**src/rtl/param_regfile_sb.sv**
```systemverilog
// Parametrised register file with two combinational read ports, one write port and a
// per-register busy scoreboard for RAW hazard stalls. Optional macro: REGFILE_BYPASS_EN.
module param_regfile_sb #(
    parameter int DATA_WIDTH = 32,
    parameter int ADDR_WIDTH = 5
) (
    input  logic                  clock,
    input  logic                  ctrl_reset,
    input  logic                  ctrl_writeEnable,
    input  logic [ADDR_WIDTH-1:0] ctrl_writeReg,
    input  logic [DATA_WIDTH-1:0] data_writeReg,
    input  logic [ADDR_WIDTH-1:0] ctrl_readRegA,
    input  logic [ADDR_WIDTH-1:0] ctrl_readRegB,
    output logic [DATA_WIDTH-1:0] data_readRegA,
    output logic [DATA_WIDTH-1:0] data_readRegB,
    input  logic                  ctrl_markBusy,
    input  logic [ADDR_WIDTH-1:0] ctrl_busyReg,
    output logic                  busy_readRegA,
    output logic                  busy_readRegB,
    output logic [ADDR_WIDTH:0]   busy_count
);

    localparam int NUM_REGS = 1 << ADDR_WIDTH;

    logic [DATA_WIDTH-1:0] regs [NUM_REGS];
    logic [NUM_REGS-1:0]   busy;
    logic [NUM_REGS-1:0]   busyNext;
    logic [ADDR_WIDTH:0]   countNext;
    logic                  writeValid;
    logic                  markValid;

    assign writeValid = ctrl_writeEnable && (ctrl_writeReg != '0);
    assign markValid  = ctrl_markBusy && (ctrl_busyReg != '0);

    // A freshly issued producer outranks a retiring write to the same register.
    always_comb begin
        busyNext = busy;
        if (writeValid) begin
            busyNext[ctrl_writeReg] = 1'b0;
        end
        if (markValid) begin
            busyNext[ctrl_busyReg] = 1'b1;
        end
        busyNext[0] = 1'b0;
    end

    always_comb begin
        countNext = '0;
        for (int i = 0; i < NUM_REGS; i++) begin
            countNext = countNext + {{ADDR_WIDTH{1'b0}}, busyNext[i]};
        end
    end

    always_ff @(posedge clock) begin
        if (ctrl_reset) begin
            for (int i = 0; i < NUM_REGS; i++) begin
                regs[i] <= '0;
            end
            busy       <= '0;
            busy_count <= '0;
        end else begin
            if (writeValid) begin
                regs[ctrl_writeReg] <= data_writeReg;
            end
            busy       <= busyNext;
            busy_count <= countNext;
        end
    end

    // Index 0 is forced to zero here too, so it never depends on regs[0] contents.
    always_comb begin
        data_readRegA = (ctrl_readRegA == '0) ? '0 : regs[ctrl_readRegA];
        data_readRegB = (ctrl_readRegB == '0) ? '0 : regs[ctrl_readRegB];
        busy_readRegA = busy[ctrl_readRegA];
        busy_readRegB = busy[ctrl_readRegB];
`ifdef REGFILE_BYPASS_EN
        if (writeValid && (ctrl_writeReg == ctrl_readRegA)) begin
            data_readRegA = data_writeReg;
            busy_readRegA = markValid && (ctrl_busyReg == ctrl_readRegA);
        end
        if (writeValid && (ctrl_writeReg == ctrl_readRegB)) begin
            data_readRegB = data_writeReg;
            busy_readRegB = markValid && (ctrl_busyReg == ctrl_readRegB);
        end
`endif
    end

endmodule

```
**config.mk**
```make
export PLATFORM = sky130hd
export DESIGN_NAME = param_regfile_sb
export DESIGN_NICKNAME = d
export VERILOG_FILES = /design/src/rtl/param_regfile_sb.sv
export SDC_FILE = /design/constraint.sdc
export NUM_CORES = 2
export LEC_CHECK = 0
export BUFFER_PORTS_ARGS = -buffer_cell sky130_fd_sc_hd__buf_4
export CAP_MARGIN = 20
export CELL_PAD_IN_SITES_DETAIL_PLACEMENT = 1
export CELL_PAD_IN_SITES_GLOBAL_PLACEMENT = 1
export CORE_AREA = 5 5 368 370
export DETAILED_ROUTE_END_ITERATION = 8
export DIE_AREA = 0 0 373 375
export PLACE_DENSITY = 0.68
export SETUP_SLACK_MARGIN = 0.1
export SKIP_CTS_REPAIR_TIMING = 1
export SYNTH_ARGS = -nofsm -noshare
export SYNTH_HDL_FRONTEND = slang
export SYNTH_SLANG_ARGS = --single-unit
```
**constraint.sdc**
```tcl
create_clock -name clock -period 7.85 [get_ports clock]
set_clock_uncertainty 0.05 [all_clocks]
set_input_delay 0.3925 -clock clock [delete_from_list [all_inputs] [get_ports clock]]
set_output_delay 0.3925 -clock clock [all_outputs]
set_load 0.05 [all_outputs]
```
==> results.sh <==
export IMPL_ys_warn_count=0
export IMPL_synth_area_per_cell_um2=14.1
export IMPL_grt_pass1_vias=39400
export IMPL_gr_total_overflow=0
export IMPL_irDropWorstVdd_v=0.000183
export IMPL_cts_buffers=118
export IMPL_hold_ws_ns=-0.00614
export IMPL_maxCapViolations=0
export IMPL_mostFrequentLayoutCells="1,024 x edfxtp_1, 997 x and2_1, 383 x mux4_2, 364 x mux2i_1, 225 x buf_4"
export IMPL_async_reset_ff_share_pct=0
export IMPL_layout_commonest_cell="edfxtp_1"
export IMPL_worst_path_stages=19
export IMPL_fp_coreArea_um2=132000
export IMPL_routed_wirelength_mm=220
export IMPL_cp_endpoint="busy_count[4]$_SDFF_PP0_"
export IMPL_die_w_um=373
export IMPL_total_power_mw=13.9
export IMPL_arrival_ns=6.20
export IMPL_initial_core_util_pct=43.4
export IMPL_max_slew_worst_pin_slew_ns=1.14
export IMPL_drt_iter0_drc=5141
export IMPL_timing_rr_start="busy[28]$_SDFF_PP0_"
export IMPL_fillCellCount=12900
export IMPL_fin_tns_setup_ns=0
export IMPL_vias=38400
export IMPL_synth_edf_count=1024
export IMPL_cts_reportedPaths_clkPinSlew_ns=0.06
export IMPL_cp_data_required_time_ns=8.39
export IMPL_cp_cell_sequence="buf_4 -> nor3b_1 -> nand3_1 -> a22oi_1 -> fa_1 -> fa_1 -> inv_1 -> fa_1 -> fa_1 -> inv_1 -> fa_1 -> fa_1 -> fa_1 -> inv_1 -> fa_1 -> a21o_1 -> a21oi_1 -> xor2_1 -> nor2_1"
export IMPL_netlist_area_um2=57400
export IMPL_dp_hpwl_mm=126
export IMPL_cts_buffer_depth=3
export IMPL_violations="negative hold slack"
export IMPL_num_rows=134
export IMPL_critPathTopFamily="adder cells"
export IMPL_drc=0
export IMPL_layout_drive_gt1_share_pct=22.1
export IMPL_ant_nets=0
export IMPL_netlist_area_leader_share_pct=53.6
export IMPL_crit_fanout=10
export IMPL_cts_max_level=3
export IMPL_synth_cell_types=47
export IMPL_cts_tree="yes"
export IMPL_start_kind="primary input"
export IMPL_grt_pass1_wl_mm=306
export IMPL_path_class="primary input to flop"
export IMPL_track_usage_pct=30.8
export IMPL_seq_area_frac_synth_pct=54.8
export IMPL_ys_flop_type="edfxtp_1"
export IMPL_grt_max_degree=111
export IMPL_relSlewSlack_pct=24.1
export IMPL_crit_start="ctrl_writeReg[0]"
export IMPL_area_growth_pct=11.1
export IMPL_slowest_delay_ns=0.63
export IMPL_slowest_stage="nor3b_1"
export IMPL_wl_per_cell_um=37.3
export IMPL_power_density_nw_per_um2=219
export IMPL_die_y_um=375
export IMPL_first_pass_iters=5
export IMPL_antenna_found_initial=27
export IMPL_nNetsFinal=4124
export IMPL_ios=128
export IMPL_synth_seq_cells=1061
export IMPL_clockRootBuffer="clkbuf_16"
export IMPL_post_route_min_period_ns=5.66
export IMPL_p_leak_nw=22.7
export IMPL_synth_area_top_cells="edfxtp_1 54%, mux4_2 15%, and2_1 11%"
export IMPL_hold_class="primary input to flop"
export IMPL_yosys_area_top_type="edfxtp_1"
export IMPL_clk_latency_ns=0.76
export IMPL_critical_path_buf_inv_count=4
export IMPL_rr_worst_depth=16
export IMPL_finalHoldViolCount=1
export IMPL_viasPerCell=6.50
export IMPL_syn_inst=4073
export IMPL_setup_viol=0
export IMPL_io_buffers=127
export IMPL_worstHoldPathCells=3
export IMPL_grt_setup_unrepaired="no"
export IMPL_clock_fmax_ghz=0.177
export IMPL_end_kind="flop"
export IMPL_crit_top_cell="fa_1"
export IMPL_cts_num_sinks=1061
export IMPL_finalCritPeriodShare_pct=72.1
export IMPL_die_area_um2=140000
export IMPL_r2r_slack_ns=2.54
export IMPL_gp_congestion=0.898
export IMPL_drv_slew=0
export IMPL_regToRegEndpoint="busy_count[4]$_SDFF_PP0_"
export IMPL_run_status="finished with violations"
-- flip-flops by register name (all words and copies together), names as in the netlist --
name        flops
busy           31
busy_count      6
regs         1024
-- cell type report --
cell class	instances	area, µm²	share of cell area (%)
repair buffers	235	1850	2.90
flip-flops and latches	1061	31500	49.3
inverters	30	115	0.180
diodes	11	27.5	0.0431
clock buffers	150	3070	4.82
well taps	1768	2210	3.47
clock inverters	65	457	0.716
multi-input cells	2592	24600	38.5
-- how the worst min path moves through the flow --
stage          slack, ns                 from             endpoint
6_report          -0.006      ctrl_busyReg[1]  busy[23]$_SDFF_PP0_
5_1_grt             0.01      ctrl_busyReg[1]  busy[23]$_SDFF_PP0_
4_1_cts            -0.05      ctrl_busyReg[1]  busy[23]$_SDFF_PP0_
3_5_place_dp        0.53   busy[1]$_SDFF_PP0_   busy[1]$_SDFF_PP0_
3_3_place_gp        0.54  busy[23]$_SDFF_PP0_  busy[23]$_SDFF_PP0_
2_1_floorplan       0.45  busy[23]$_SDFF_PP0_  busy[23]$_SDFF_PP0_
-- per-stage QoR --
step           util [%]  hold slack, ns  worst slack (ns)  area, µm²  cells
3_3_place_gp       45.6           0.543              1.57      60300   5686
2_1_floorplan         -           0.450              2.03      57500   4104
4_1_cts            48.2         -0.0503              2.23      63800   5901
5_1_grt            48.2          0.0109              1.92      63800   5904
6_report           48.2        -0.00614              2.19      63800   5912
3_5_place_dp       45.6           0.532              1.46      60300   5686
-- cells in the mapped netlist, types with 2 or more instances --
master    instances
edfxtp_1       1024
and2_1          999
mux4_2          383
mux2i_1         364
clkbuf_1        300
nand2_1         199
a22oi_1         109
buf_2            89
nor2_1           78
mux2_2           68
a31oi_1          61
a32oi_1          38
dfxtp_1          37
o21ai_0          36
a221oi_1         33
a221o_1          32
a21oi_1          31
nand4_1          31
inv_1            28
buf_4            24
fa_1             23
nor2b_1          15
nand3_1          12
a22o_1            7
ha_1              7
buf_1             6
nor3_1            5
and3b_1           4
nor3b_1           4
and3_1            3
a21o_1            2
and4_1            2
buf_6             2
nand2b_1          2
nand3b_1          2
o21a_1            2
-- where the power goes --
group          internal, mW  leakage [nW]  switching (mW)  total [mW]
logic                 0.698          10.9            1.31        2.01
registers              6.53          10.1           0.170        6.70
clock network          2.85          1.72            2.38        5.24
-- worst reg2reg max path, stage by stage, from the launching register on --
cell     delay (ns)
dfxtp_1        0.34
a32oi_1        0.32
fa_1           0.52
fa_1           0.50
fa_1           0.52
inv_1          0.06
fa_1           0.53
inv_1          0.05
fa_1           0.45
fa_1           0.51
fa_1           0.19
inv_1          0.07
fa_1           0.47
a21o_1         0.18
a21oi_1        0.16
xor2_1         0.16
nor2_1         0.06
-- routing by layer --
layer,wire (µm),track usage [%],up-vias
met4,7500,10.3,2
met3,25500,9.04,382
met2,99900,47.6,2192
met5,13,0,-
li1,-,-,15300
met1,87300,42.0,20500
-- cell families (layout without fill, tap and decap cells) --
group                    count (synthesis)  count (layout)  share of synthesized area (%)
multiplexers                           815             815                           22.7
AO/OA/AOI/OAI                          353             353                           4.50
XOR/XNOR                                 2               2                         0.0305
flip-flops                            1061            1061                           54.8
buffers and inverters                  451             480                           3.33
adder cells (fa/ha/maj)                 30              30                          0.954
other                                    1              43                        0.00653
AND/OR/NAND/NOR                       1360            1360                           13.6
Note: power is estimated with default switching activity, not from simulation.
